## config.mk

```make
export PLATFORM = sky130hd
export DESIGN_NAME = fp_align_stage
export DESIGN_NICKNAME = d
export VERILOG_FILES = /design/src/rtl/fp_pkg.sv /design/src/rtl/fp_rshift_sticky.sv /design/src/rtl/fp_align_stage.sv
export SDC_FILE = /design/constraint.sdc
export NUM_CORES = 1
export LEC_CHECK = 0
export ABC_AREA = 1
export CAP_MARGIN = 20
export CORE_UTILIZATION = 25
export DETAILED_ROUTE_END_ITERATION = 10
export PLACE_DENSITY = 0.51
export SYNTH_ARGS = -nofsm -noshare
export SYNTH_HDL_FRONTEND = slang
export SYNTH_SLANG_ARGS = --single-unit
```

## constraint.sdc

```tcl
create_clock -name clk -period 1.55 [get_ports clk]
set_clock_uncertainty 0.1 [all_clocks]
set_input_delay 0.31 -clock clk [delete_from_list [all_inputs] [get_ports clk]]
set_output_delay 0.31 -clock clk [all_outputs]
set_load 0.01 [all_outputs]
```

## src/rtl/fp_pkg.sv

```systemverilog
// Shared floating-point definitions for the adder pipeline
// (align, add/normalise, rounding stages).
//   EXP_W/FRAC_W/MANT_W : IEEE-754 single field widths, MANT_W includes G/R/S
//   fp_unpacked_t       : sign, effective exponent, significand with hidden bit, class flags
//   fp_unpack()         : splits a raw single into fp_unpacked_t
package fp_pkg;

    localparam int EXP_W  = 8;
    localparam int FRAC_W = 23;
    localparam int SIG_W  = FRAC_W + 1;
    localparam int MANT_W = 27;
    localparam logic [EXP_W-1:0] EXP_MAX = 8'hFF;

    typedef struct packed {
        logic              sign;
        logic [EXP_W-1:0]  exp;
        logic [SIG_W-1:0]  sig;
        logic              is_nan;
        logic              is_inf;
    } fp_unpacked_t;

    // Zeros and denormals get exponent 1 so they line up with the smallest normals.
    function automatic fp_unpacked_t fp_unpack(input logic [31:0] x);
        fp_unpacked_t u;
        logic hidden;
        hidden   = |x[30:23];
        u.sign   = x[31];
        u.exp    = hidden ? x[30:23] : 8'd1;
        u.sig    = {hidden, x[22:0]};
        u.is_nan = (x[30:23] == EXP_MAX) && (|x[22:0]);
        u.is_inf = (x[30:23] == EXP_MAX) && !(|x[22:0]);
        return u;
    endfunction

endpackage

```

## src/rtl/fp_rshift_sticky.sv

```systemverilog
// Combinational right shifter with sticky collection.
//   val   : MANT_W-bit value to shift
//   shamt : shift amount, saturates at MANT_W
//   res   : shifted value; bit 0 is ORed with every bit shifted out
module fp_rshift_sticky
    import fp_pkg::*;
(
    input  logic [MANT_W-1:0] val,
    input  logic [EXP_W-1:0]  shamt,
    output logic [MANT_W-1:0] res
);

    logic [MANT_W-1:0] lost_mask;

    always_comb begin
        lost_mask = '0;
        res       = '0;
        if (shamt >= 8'(MANT_W)) begin
            // Everything falls off the end: only the sticky bit survives.
            res[0] = |val;
        end else begin
            lost_mask = ~({MANT_W{1'b1}} << shamt);
            res       = val >> shamt;
            res[0]    = res[0] | (|(val & lost_mask));
        end
    end

endmodule

```

## src/rtl/fp_align_stage.sv

```systemverilog
// Two-stage operand alignment front end of the FP adder.
//   A, B, in_valid, in_ready      : operand pair handshake (in_ready forced low in reset)
//   out_valid, out_ready          : result handshake, outputs held while stalled
//   big_sign, eff_sub, exp_out    : sign of larger operand, sign difference, common exponent
//   mant_big, mant_small          : 27-bit significands, small one aligned with sticky
//   nan, inf, inf_sign            : special-value result flags
// Stage 1 holds unpacked/ordered fields, stage 2 holds the aligned outputs.
module fp_align_stage
    import fp_pkg::*;
(
    input  logic              clk,
    input  logic              rst,
    input  logic [31:0]       A,
    input  logic [31:0]       B,
    input  logic              in_valid,
    output logic              in_ready,
    output logic              out_valid,
    input  logic              out_ready,
    output logic              big_sign,
    output logic              eff_sub,
    output logic [EXP_W-1:0]  exp_out,
    output logic [MANT_W-1:0] mant_big,
    output logic [MANT_W-1:0] mant_small,
    output logic              nan,
    output logic              inf,
    output logic              inf_sign
);

    fp_unpacked_t ua, ub;
    logic             swap;
    logic             big_sign0, nan0, inf0, inf_sign0;
    logic [EXP_W-1:0] big_exp0, small_exp0;
    logic [SIG_W-1:0] big_sig0, small_sig0;

    always_comb begin
        ua   = fp_unpack(A);
        ub   = fp_unpack(B);
        // Magnitude order on raw {exp, frac}; ties keep A as the big operand.
        swap       = B[30:0] > A[30:0];
        big_sign0  = swap ? ub.sign : ua.sign;
        big_exp0   = swap ? ub.exp  : ua.exp;
        small_exp0 = swap ? ua.exp  : ub.exp;
        big_sig0   = swap ? ub.sig  : ua.sig;
        small_sig0 = swap ? ua.sig  : ub.sig;
        nan0       = ua.is_nan | ub.is_nan | (ua.is_inf & ub.is_inf & (ua.sign ^ ub.sign));
        inf0       = !nan0 & (ua.is_inf | ub.is_inf);
        inf_sign0  = ua.is_inf ? ua.sign : ub.sign;
    end

    // Handshake: a stage loads whenever it is empty or its successor drains.
    logic s1_valid, s2_valid, s1_adv, s2_adv;
    assign s2_adv    = !s2_valid | out_ready;
    assign s1_adv    = !s1_valid | s2_adv;
    assign in_ready  = rst & s1_adv;
    assign out_valid = s2_valid;

    logic             s1_big_sign, s1_eff_sub, s1_nan, s1_inf, s1_inf_sign;
    logic [EXP_W-1:0] s1_exp, s1_d;
    logic [SIG_W-1:0] s1_sig_big, s1_sig_small;

    always_ff @(posedge clk or negedge rst) begin
        if (!rst) begin
            s1_valid     <= 1'b0;
            s1_big_sign  <= 1'b0;
            s1_eff_sub   <= 1'b0;
            s1_nan       <= 1'b0;
            s1_inf       <= 1'b0;
            s1_inf_sign  <= 1'b0;
            s1_exp       <= '0;
            s1_d         <= '0;
            s1_sig_big   <= '0;
            s1_sig_small <= '0;
        end else if (s1_adv) begin
            s1_valid     <= in_valid;
            s1_big_sign  <= big_sign0;
            s1_eff_sub   <= A[31] ^ B[31];
            s1_nan       <= nan0;
            s1_inf       <= inf0;
            s1_inf_sign  <= inf_sign0;
            s1_exp       <= big_exp0;
            s1_d         <= big_exp0 - small_exp0;
            s1_sig_big   <= big_sig0;
            s1_sig_small <= small_sig0;
        end
    end

    logic [MANT_W-1:0] small_aligned;

    fp_rshift_sticky u_shift (
        .val   ({s1_sig_small, 3'b000}),
        .shamt (s1_d),
        .res   (small_aligned)
    );

    always_ff @(posedge clk or negedge rst) begin
        if (!rst) begin
            s2_valid   <= 1'b0;
            big_sign   <= 1'b0;
            eff_sub    <= 1'b0;
            exp_out    <= '0;
            mant_big   <= '0;
            mant_small <= '0;
            nan        <= 1'b0;
            inf        <= 1'b0;
            inf_sign   <= 1'b0;
        end else if (s2_adv) begin
            s2_valid   <= s1_valid;
            big_sign   <= s1_big_sign;
            eff_sub    <= s1_eff_sub;
            exp_out    <= s1_exp;
            mant_big   <= {s1_sig_big, 3'b000};
            mant_small <= small_aligned;
            nan        <= s1_nan;
            inf        <= s1_inf;
            inf_sign   <= s1_inf_sign;
        end
    end

endmodule

```

Yosys cells after proc, flatten, opt, wreduce, memory -nomap -nowiden
Cells that the tools add are included.
{"block": "classes", "addsub": 1, "n_lt_le_gt_ge": 2, "eq_ne": 2, "n_shift": 2, "muxes": 10, "bitwise_logic": 13, "reduce_logical": 15}
{"op": "$mux W24", "count": 2}
{"op": "$reduce_or A23 Y1", "count": 2}
{"op": "$mux W8", "count": 4}
{"op": "$gt A31 B31 Y1", "count": 1}
{"op": "$and A27 B27 Y27", "count": 1}
{"op": "$not A27 Y27", "count": 1}
{"op": "$reduce_or A27 Y1", "count": 1}
{"op": "$shl A27 B8 Y27 const A", "count": 1}
{"op": "$shr A27 B8 Y27", "count": 1}
{"op": "$mux W26", "count": 1}
{"op": "$reduce_or A24 Y1", "count": 1}
{"op": "$eq A8 B8 Y1 const B", "count": 2}
{"op": "$reduce_or A8 Y1", "count": 2}
{"op": "$ge A8 B5 Y1 const B", "count": 1}
{"op": "$sub A8 B8 Y8", "count": 1}
{"op": "$or A1 B1 Y1", "count": 6}
{"op": "$logic_not A1 Y1", "count": 5}
{"op": "$and A1 B1 Y1", "count": 4}
{"op": "$logic_and A1 B1 Y1", "count": 4}
{"op": "$mux W1", "count": 3}
{"op": "$xor A1 B1 Y1", "count": 1}
{"block": "word_totals", "reg_bits": 135, "inputBits": 68, "out_inout_bits": 69}

Logic depth before layout (Yosys ltp)
{"block": "logic_depth", "word_depth": 8, "mapped_depth": 27, "depth_no_buf": 26}

Cells and area by module
From an unflattened synthesis, not the netlist that was laid out.
{"block": "hier_totals", "cells_unflattened": 1433, "area_unflattened_um2": 9590.4}
{"mod": "fp_align_stage", "instances": 1, "cells_each": 995, "area_per_inst_um2": 7531.0, "seq_area_each_um2": 3378.2}
{"mod": "fp_rshift_sticky", "instances": 1, "cells_each": 438, "area_per_inst_um2": 2059.5, "seq_area_each_um2": 0.0}

Worst setup path before layout
No wires, ideal clock.
{"block": "synth_path", "path_type": "input to register", "startpoint": "in A[22]", "endpoint": "reg s1_d[6]", "setup_ns": 0.083, "arrival_ns": 2.925, "t_required_ns": 1.367, "setup_slack_ns": -1.557, "cell_stages": 25, "path_buffers": 2, "path_cell_list": "inv_1 > ha_1 > nand2_1 > nor3_1 > nand3_1 > nor2_1 > nand2_1 > nand2_2 > buf_4 > buf_6 > nand3_1 > nand2_1 > inv_1 > ha_1 > fa_1 > inv_1 > nand2_1 > nand2_1 > nand2_1 > nand2_1 > nand2_1 > nand2_1 > a21oi_1 > xor2_1 > o21ai_0"}
{"block": "synth_between", "elab_chain_cells": 3}
{"item": "from (decl)", "line": "fp_align_stage.sv:13", "text": "input logic [31:0] A,"}
{"item": "$gt A31 B31 Y1 *", "line": "fp_align_stage.sv:39", "text": "swap = B[30:0] > A[30:0];"}
{"item": "$mux W8, on equally long branches", "line": "fp_align_stage.sv:41, fp_align_stage.sv:42"}
{"item": "$sub A8 B8 Y8 *", "line": "fp_align_stage.sv:81", "text": "s1_d <= big_exp0 - small_exp0;"}
{"item": "to (signal assigned)", "line": "fp_align_stage.sv:81"}
{"item": "to (decl)", "line": "fp_align_stage.sv:58", "text": "logic [EXP_W-1:0] s1_exp, s1_d;"}
Mark *: on every way between the ends. The rest lies on a longest branch, timed or not.
A chain may end at the register's enable or synchronous reset.

Worst setup path after layout
{"block": "layout_path", "startpoint": "in A[26]", "endpoint": "reg s1_d[7]"}
{"block": "layout_between", "elab_chain_cells": 4}
{"item": "branches (longest 3 deep; another with $gt A31 B31 Y1)"}
{"item": "$sub A8 B8 Y8 *", "line": "fp_align_stage.sv:81"}
Every way passes the cells marked *.

==> results.tsv <==
metric	value	unit
via density per instance	4.70	
DRC marker count from the first detailed-route iteration	538	
Async SR Flop Fraction	100	%
global-route wire length before repair	56000	um
number of synthesized flops with an enable pin	0	
First-pass DRT Iterations	5	
maximum vdd ir drop	835	uV
DR top layer	met4	
final core utilization	42.2	%
CP Launch Type	input pin	
wl on met1	16300	um
top post-synthesis cells by area	dfrtp_1 37%, nand2_1 22%, nand3_1 12%, ha_1 5.3%, inv_1 4.2%	
met3 WL	1030	um
largest net degree at the start of global routing	107	
Final Hold Fails	0	
WHS Endpoint	s1_sig_big[14]	
Die Wd	192	um
Cell Area, Synth	0.00902	mm2
worst hold path type	input pin to register	
Rel. slew slack	57.4	%
Worst R2R Path Depth	13	
PortBufs	133	
min Tclk post-route	2770	ps
min-delay src	A[14]	
Initial Utilization	25.4	%
FF-to-FF setup slack	-360	ps
WL met2	16800	um
outcome	complete, but fails checks	
vias in the first global route	10100	
Cells after Synth	1343	
grt ovf	0	
worst path arrival time	2990	ps
root buffer cell	clkbuf_16	
Yosys reg bits	135	
Nets	1809	
CTS tree	built	
CP endpoint kind	register	
Avg WL per Cell	16.1	um
Antenna Nets Post-Route	0	
htree depth	4	
boundary pin count	137	
post-route design area	0.0150	mm2
failing checks	negative setup slack	
area fraction of the dominant cell type after synthesis	37.4	%
RSZ-0062 raised after global routing	yes	
fmax	360	MHz
total number of vias	10200	
Pleak	8.15	nW
number of buffers created by CTS	17	
Rows	69	
hold depth	6	
worst flop-to-flop path startpoint	s1_d[6]	
most common cell in the netlist	nand2_1	
Slew @ Worst Pin	640	ps
Core ar.	0.0356	mm2
antenna cell count	0	
Unique masters post-synth	47	
crit-path max FO	10	
Clock Path Buffers	2	
share of layout cells above drive strength 1	37.7	%
synth cell count leaders	540 x nand2_1, 213 x nand3_1, 135 x dfrtp_1	
Area growth syn-to-layout	66.5	%
Placed Area	0.0131	mm2
pins over their slew limit	0	
WP data required	1760	ps
Reg clk slew, reported paths	70	ps
r2r endpoint	mant_small[0]	
Synth warnings	0	
Die H	192	um
Setup violations, final	96	
routability congestion estimate	0.909	
clk sink count	135	
Max Cap Viol	0	
WS Path Type	input pin to register	
Power Density	1220	mW/mm2
Clock Latency Late Sink	440	ps
DIE AREA	0.0369	mm2
Seq/Total Area, Yosys	37.4	%
Final WS setup	-1220	ps
all-layer global routing usage	19.6	%
Synth area leader	dfrtp_1	
initial antenna violation count	0	
WL final	35000	um
syn avg cell area	6.72	um2
DP Wirelength	24900	um
Main synth FF type	dfrtp_1	
part of the cycle the worst path needs	179	%
Post-route DRC	0	
## what timing repair did
| item | 4_1_cts | 5_1_grt |
|---|---|---|
| gates resized for setup | 361 | 181 |
| hold endpoints to repair | 29 | 0 |
| pin swaps | 109 | 72 |
| setup buffers | 31 | 13 |
| endpoints found under the setup margin | 192 | 192 |
| hold buffers | 1 | 0 |
| gates cloned | 6 | 0 |
## cell families (layout without fill, tap and decap cells)
kind of cell / count (synthesis) / in the layout / synth area share [%]
compound gates: 120 / 120 / 7.54
simple gates: 860 / 860 / 40.5
buf+inv: 183 / 553 / 8.50
xor+xnor: 5 / 5 / 0.485
fa+ha+maj: 39 / 39 / 5.49
flops: 135 / 135 / 37.4
other cells: 1 / 3 / 0.0416
## stage by stage
step	hold slack, ps	instances	TNS [ps]	worst slack [ps]	total power, W
6_report	242	2176	-42880	-1220	0.0184
3_3_place_gp	355	2100	-130470	-2260	0.0135
4_1_cts	251	2168	-58320	-1280	0.0183
3_5_place_dp	358	2100	-133330	-2340	0.0135
2_1_floorplan	-85.6	1345	-26480	-1360	0.00940
5_1_grt	252	2176	-51450	-1340	0.0197
## metal layers
layer  global-route usage (%)  vias up
met2                     33.3      210
met5                        0        -
met3                     2.14       38
li1                         -     5096
met1                     26.2     4874
met4                     5.54        0
## area by class of cell
type	instances	area, um2
fillers	3689	20600
multi-input cells	1027	6300
repair buffers	413	3690
flip-flops and latches	135	3380
well taps	461	577
inverters	108	490
clock buffers	17	425
clock inverters	15	153
## sequential cells by signal (all words and copies together), names as in the netlist, 8 cells and up
signal,cells
s1_d,8
exp_out,8
mant_small,27
s1_sig_small,24
s1_exp,8
s1_sig_big,24
mant_big,24
## where the power goes
part | leakage, nW | switching [W] | internal [W] | total, W
combinational | 6.22 | 0.00520 | 0.00431 | 0.00951
clock | 0.284 | 0.00195 | 0.00216 | 0.00411
sequential | 1.65 | 0.000537 | 0.00421 | 0.00475
total | 8.15 | 0.00768 | 0.0107 | 0.0184
## worst max-delay path, cell delays in order
cell,delay [ps]
buf_12,90
inv_12,30
ha_4,280
nand3_4,80
nor3_4,270
nand2_2,110
inv_1,100
a21oi_4,70
nand2_4,110
nand2_8,80
buf_4,180
o21ai_0,420
ha_4,290
inv_2,100
nor3_4,60
nand2_4,70
o311ai_4,80
xnor2_1,170
o21ai_1,70
## worst max-delay path by stage
| stage | depth (start not counted) | startpoint | endpoint | slack, ps |
|---|---|---|---|---|
| after global routing | 20 | A[26] | s1_d[5] | -1340 |
| final | 19 | A[26] | s1_d[7] | -1220 |
| after global placement | 22 | A[26] | s1_d[5] | -2260 |
| after CTS | 26 | A[26] | s1_d[6] | -1280 |
| after detailed placement | 22 | A[26] | s1_d[5] | -2340 |
| after floorplan | 26 | A[12] | s1_d[6] | -1360 |
## cells in the final DEF, fill, tap and decap left out, types with 9 or more instances in the layout
cell type / synthesis / routed
buf_2: 19 / 31
a21oi_1: 34 / 22
inv_4: 0 / 11
buf_6: 3 / 17
nand2_4: 1 / 14
nand4_1: 23 / 23
nand3_2: 3 / 89
inv_1: 102 / 62
buf_12: 0 / 20
ha_4: 0 / 36
o21ai_0: 42 / 11
nand2_1: 540 / 502
nor2_1: 51 / 43
a21oi_2: 0 / 11
clkbuf_2: 0 / 19
o21ai_2: 2 / 9
inv_2: 4 / 27
nand3_4: 0 / 12
dlymetal6s2s_1: 0 / 53
dfrtp_1: 135 / 134
clkbuf_16: 0 / 17
o21ai_1: 13 / 36
nand3_1: 213 / 115
buf_4: 9 / 247
nand2_2: 3 / 27
Power figures use the tool's default switching activity.
==> edit 1: new RTL, same settings <==
Reset style: synchronous (`rst`), changed in 2 clocked blocks.
--- a/src/rtl/fp_align_stage.sv
+++ b/src/rtl/fp_align_stage.sv
@@ -58,7 +58,7 @@
     logic [EXP_W-1:0] s1_exp, s1_d;
     logic [SIG_W-1:0] s1_sig_big, s1_sig_small;
 
-    always_ff @(posedge clk or negedge rst) begin
+    always_ff @(posedge clk) begin
         if (!rst) begin
             s1_valid     <= 1'b0;
             s1_big_sign  <= 1'b0;
@@ -92,7 +92,7 @@
         .res   (small_aligned)
     );
 
-    always_ff @(posedge clk or negedge rst) begin
+    always_ff @(posedge clk) begin
         if (!rst) begin
             s2_valid   <= 1'b0;
             big_sign   <= 1'b0;
Formal check against the unedited RTL: differs if rst is asserted again (counterexample within 4 cycles, from zero or initial values and one cycle with rst low); with rst held inactive, the same outputs for 4 cycles.
==> edit 1 against the unedited design <==
The run still ends with setup timing left; power decreased by 8.2%; critical endpoint is now s1_d[5]; final area decreased by 1.6%; area after synthesis is 4.8% lower; worst setup slack got worse by 0.10 ns; fmax shrank 3.6%; wire length is 4.5% lower; sequential power is 11% lower; sequential cell count is the same; largest cell class unchanged; largest power group unchanged; first-iteration DRC count rose by 19%.
==> edit 1: results (changes against the unedited design) <==
stage,metric,value,unit,change
min_path,hold_path.startpoint,A[30],,
status,failed_checks,setup timing,,
sta,setup_viol,93,,-3.1%
worst_setup_path,crit-reg2reg-capture,mant_small[5],,
sta,final_critical_path_setup_slack,-1.33,ns,-0.104 ns
worst_setup_path,worstPathMaxFanout,6,,-4
sta,relSlewSlack,63.2,%,+5.8 points
drt,drt_first_iter_violations,641,,+19%
grt,maximum_number_of_pins_on_one_net_before_global_route_repair,57,,-47%
layout,final_layout_size_suffix_gt1_share,36.7,%,-0.94 points
status,run_status,finished with violations,,
worst_setup_path,cp-endpoint,s1_d[5],,
grt,vias_in_the_first_global_route,9545,,-5.4%
pwr,p_switching,6.60,mW,-14%
synthesis,yosys-top-cells-count,"sky130_fd_sc_hd__nand2_1, sky130_fd_sc_hd__nand3_1, sky130_fd_sc_hd__dfxtp_1",,
sta,holdWs,0.114,ns,-0.128 ns
synthesis,postSynthAreaPerCell,6.33,um^2,-5.7%
placed_design,numPlacedInstances,2080,,-0.95%
pwr,leakagePower,7.29,nW,-11%
worst_setup_path,ff2ff_setup_slack,-0.41,ns,-0.05 ns
worst_setup_path,startpoint,A[6],,
placed_design,detailedPlacementHpwl,23800,um,-4.4%
pwr,vdd_ir_max,0.974,mV,+17%
grt,grt_use_met3,3.92,%,+1.8 points
synthesis,synth_seq_area_share,31.5,%,-6.0 points
worst_setup_path,crit_slowest_cell,sky130_fd_sc_hd__ha_1,,
pwr,combinationalPower,8.34,mW,-12%
worst_setup_path,max_stage_delay,0.28,ns,-0.14 ns
-- edit 1: cell count changes in the layout (fill, tap and decap cells not counted), moves of 20 or more --
cell	delta
sky130_fd_sc_hd__dlygate4sd2_1	+53
sky130_fd_sc_hd__nand2_1	-200
sky130_fd_sc_hd__buf_2	-29
sky130_fd_sc_hd__dfrtp_1	-134
sky130_fd_sc_hd__buf_6	+20
sky130_fd_sc_hd__nand3_2	-24
sky130_fd_sc_hd__nor2_1	+57
sky130_fd_sc_hd__inv_1	+27
sky130_fd_sc_hd__buf_4	-34
sky130_fd_sc_hd__dfxtp_1	+131
sky130_fd_sc_hd__nand3_1	+35
sky130_fd_sc_hd__o21ai_0	+61
sky130_fd_sc_hd__o21ai_1	-21
sky130_fd_sc_hd__dlymetal6s2s_1	-24
-- edit 1: kinds of logic (layout without fill, tap and decap cells) --
| logic type | count (synthesis) | in the layout | synth area share, % |
|---|---|---|---|
| AND/OR/NAND/NOR | 757 | 757 | 38.2 |
| buffers and inverters | 218 | 570 | 11.0 |
| AO/OA/AOI/OAI | 199 | 199 | 12.8 |
| flip-flops | 135 | 135 | 31.5 |
| adder cells (fa/ha/maj) | 39 | 39 | 5.77 |
| XOR/XNOR | 5 | 5 | 0.510 |
| multiplexers | 2 | 2 | 0.233 |
| other | 1 | 3 | 0.0437 |
-- edit 1: area by class of cell --
type,instances,area (um^2)
clock buffer,19,433
clock inverter,13,169
fill,3437,18900
inverter,136,571
multi-input combinational,1005,6550
sequential,135,2710
tap,448,561
timing repair buffer,401,3770
timing repair inverter,1,16.3
-- edit 1: what timing repair did --
item	CTS	global route
endpoints found under the setup margin	161	152
cloned	1	5
hold buffers	0	0
hold endpoints to repair	0	0
gates resized for setup	318	292
setup buffers	14	30
pin swaps	63	116
==> edit 2: new RTL, same flow settings <==
Without the edit above. `EXP_MAX`: 8'hFF -> 8'h80.
--- a/src/rtl/fp_pkg.sv
+++ b/src/rtl/fp_pkg.sv
@@ -9,7 +9,7 @@
     localparam int FRAC_W = 23;
     localparam int SIG_W  = FRAC_W + 1;
     localparam int MANT_W = 27;
-    localparam logic [EXP_W-1:0] EXP_MAX = 8'hFF;
+    localparam logic [EXP_W-1:0] EXP_MAX = 8'h80;
 
     typedef struct packed {
         logic              sign;
Check against the original RTL: not equivalent (a bounded check fails within 4 cycles, from zero or initial values and one cycle with rst low).
==> edit 2 against the unedited design <==
The flow finishes with violations (DRC, setup timing); area after synthesis rose by 1.3%; die area rose by 1.3%; utilization rose by 4.0 points; critical path depth rose by 2; final area rose by 10%; wire length rose by 8.8%; via count rose by 4.7%; worst setup slack improved by 0.031 ns; sequential cell count did not move; power rose by 12%; cell count rose by 3.7%; critical endpoint is now s1_d[5].
==> edit 2: results (changes against the unedited design) <==
stage,metric,value,unit,change
pwr,cell_int_power,12.1,mW,+13%
grt,antenna_found_initial,0,,unchanged
placed_design,postPlaceCellArea,12900,um^2,-1.8%
worst_setup_path,max_stage_delay,0.26,ns,-0.16 ns
drt,dr_total_vias,10700,,+4.7%
placed_design,globalplace.congestion,0.885,,-2.7%
synthesis,ffs_w_async_s_r_synth,100,%,unchanged
synthesis,yosysWarnings,0,,unchanged
drt,drt_first_iter_violations,515,,-4.3%
drt,post-route-drc-count,4,,+4
min_path,worstHoldPathType,in -> reg,,
clock_network,insertion_delay,0.44,ns,about the same
grt,groute.usage.overall,20.4,%,+0.80 points
layout,max_flop_register,mant_small,,
placed_design,io_buffers,133,,unchanged
clock_network,cts-root-to-sink-buffers,2,,unchanged
sta,finalMaxSlewViolations,0,,unchanged
synthesis,yosys-top-cells-count,"sky130_fd_sc_hd__nand2_1, sky130_fd_sc_hd__nand3_1, sky130_fd_sc_hd__dfrtp_1",,
grt,grt_pass1_wl,59900,um,+7.1%
drt,avgRoutedWirePerCell,16.9,um,+4.9%
layout,largest_reg_flops,27,,unchanged
clock_network,clock-root-buffer,sky130_fd_sc_hd__clkbuf_16,,
synthesis,post_synth_edffs,0,,unchanged
sta,setup_viol,93,,-3.1%
worst_setup_path,worstPathMaxFanout,5,,-5
clock_network,clkTransAtPathRegs,0.07,ns,about the same
synthesis,synthFlopType,sky130_fd_sc_hd__dfrtp_1,,
clock_network,cts_inserted_buffers,17,,unchanged
clock_network,ctsHtreeMaxLevel,4,,unchanged
synthesis,synth_cell_types,45,,-4.3%
sta,max_slew.worst_pin.slew,0.512,ns,-0.128 ns
status,run_status,finished with violations,,
grt,vias_in_the_first_global_route,10800,,+7.5%
worst_setup_path,worst_path_dominant_cell_family,simple AND/OR/NAND/NOR gates,,
placed_design,detailedPlacementHpwl,26000,um,+4.4%
status,failed_checks,"DRC, setup timing",,
layout,final_layout_size_suffix_gt1_share,46.6,%,+8.9 points
layout,nNetsFinal,1890,,+4.5%
drt,first_pass_iters,10,,+5
pwr,vdd_ir_max,0.937,mV,+12%
synthesis,yosys-top-cells-area,"sky130_fd_sc_hd__dfrtp_1, sky130_fd_sc_hd__nand2_1, sky130_fd_sc_hd__nand3_1",,
grt,maximum_number_of_pins_on_one_net_before_global_route_repair,84,,-21%
worst_setup_path,critical_path_arrival,2.97,ns,-0.02 ns
pwr,leakagePower,8.23,nW,+0.94%
layout,n_fill_cell,3518,,-4.6%
worst_setup_path,crit_slowest_cell,sky130_fd_sc_hd__ha_4,,
sta,final_critical_path_setup_slack,-1.19,ns,+0.0307 ns
synthesis,synth_seq_area_share,36.9,%,-0.50 points
layout,insertedDiodeCount,0,,unchanged
-- edit 2: tightest hold or removal path: cells and delay by family --
family / cells / cell delay (ns)
AND/OR/NAND/NOR: 3 / 0.13
buffers and inverters: 3 / 0.28
-- edit 2: routing by layer --
metal / routed length (um) / vias to the layer above / track usage [%]
li1: - / 5241 / -
met1: 16900 / 5151 / 26.1
met2: 18900 / 249 / 35.3
met3: 1220 / 62 / 2.74
met4: 1010 / 0 / 6.99
met5: 0 / - / 0
-- edit 2: worst paths after layout --
check | start | to | slack [ns] | cells after the start
max in group asynchronous | rst | s1_d[0] | 0.37 | 4
setup reg to reg | s1_d[7] | mant_small[9] | -0.48 | 13
hold / removal | A[10] | s1_sig_big[10] | 0.22 | 6
setup / recovery | A[29] | s1_d[5] | -1.19 | 21
min in group asynchronous | rst | mant_big[26] | 0.51 | 4
hold reg to reg | mant_small[21] | mant_small[21] | 0.37 | 2
-- edit 2: timing repair --
action	CTS	global route
resized for setup	656	225
cloned	11	1
buffers inserted	76	22
setup endpoints to repair	163	125
hold buffers	1	0
pin swaps	189	150
endpoints found under the hold margin	52	0
-- edit 2: power groups by stage --
stage,sequential [mW],combinational (mW),clock [mW]
after floorplan,4.81,4.30,0
after global placement,4.90,8.27,0
after CTS,4.83,10.8,4.17
after global routing,4.93,12.6,4.32
after detailed placement,4.89,8.29,0
final,4.83,11.7,4.08
-- edit 2: area by class of cell --
class	count	area, um^2	share of cell area (%)
repair buffers	470	4340	26.3
flip-flops and latches	135	3380	20.4
clock buffers	19	443	2.68
well taps	461	577	3.49
inverters	123	503	3.04
repair inverters	1	16.3	0.0984
multi-input cells	1035	7140	43.2
clock inverters	12	130	0.787
-- edit 2: through the flow --
stage | hold WS (ns) | setup TNS (ns) | instances | worst slack [ns]
floorplan | -0.0856 | -26.78 | 1368 | -1.43
global placement | 0.358 | -122.71 | 2140 | -2.27
detailed placement | 0.363 | -125.71 | 2140 | -2.32
CTS | 0.233 | -49.72 | 2242 | -1.32
global route | 0.244 | -50.01 | 2256 | -1.32
finish | 0.224 | -43.12 | 2256 | -1.19
-- edit 2: logic make-up after synthesis --
family	Yosys count	synth area share, %
AND/OR/NAND/NOR	857	39.7
buffers and inverters	199	9.32
flip-flops	135	36.9
AO/OA/AOI/OAI	130	8.13
adder cells (fa/ha/maj)	39	5.42
XOR/XNOR	5	0.479
other	1	0.0410
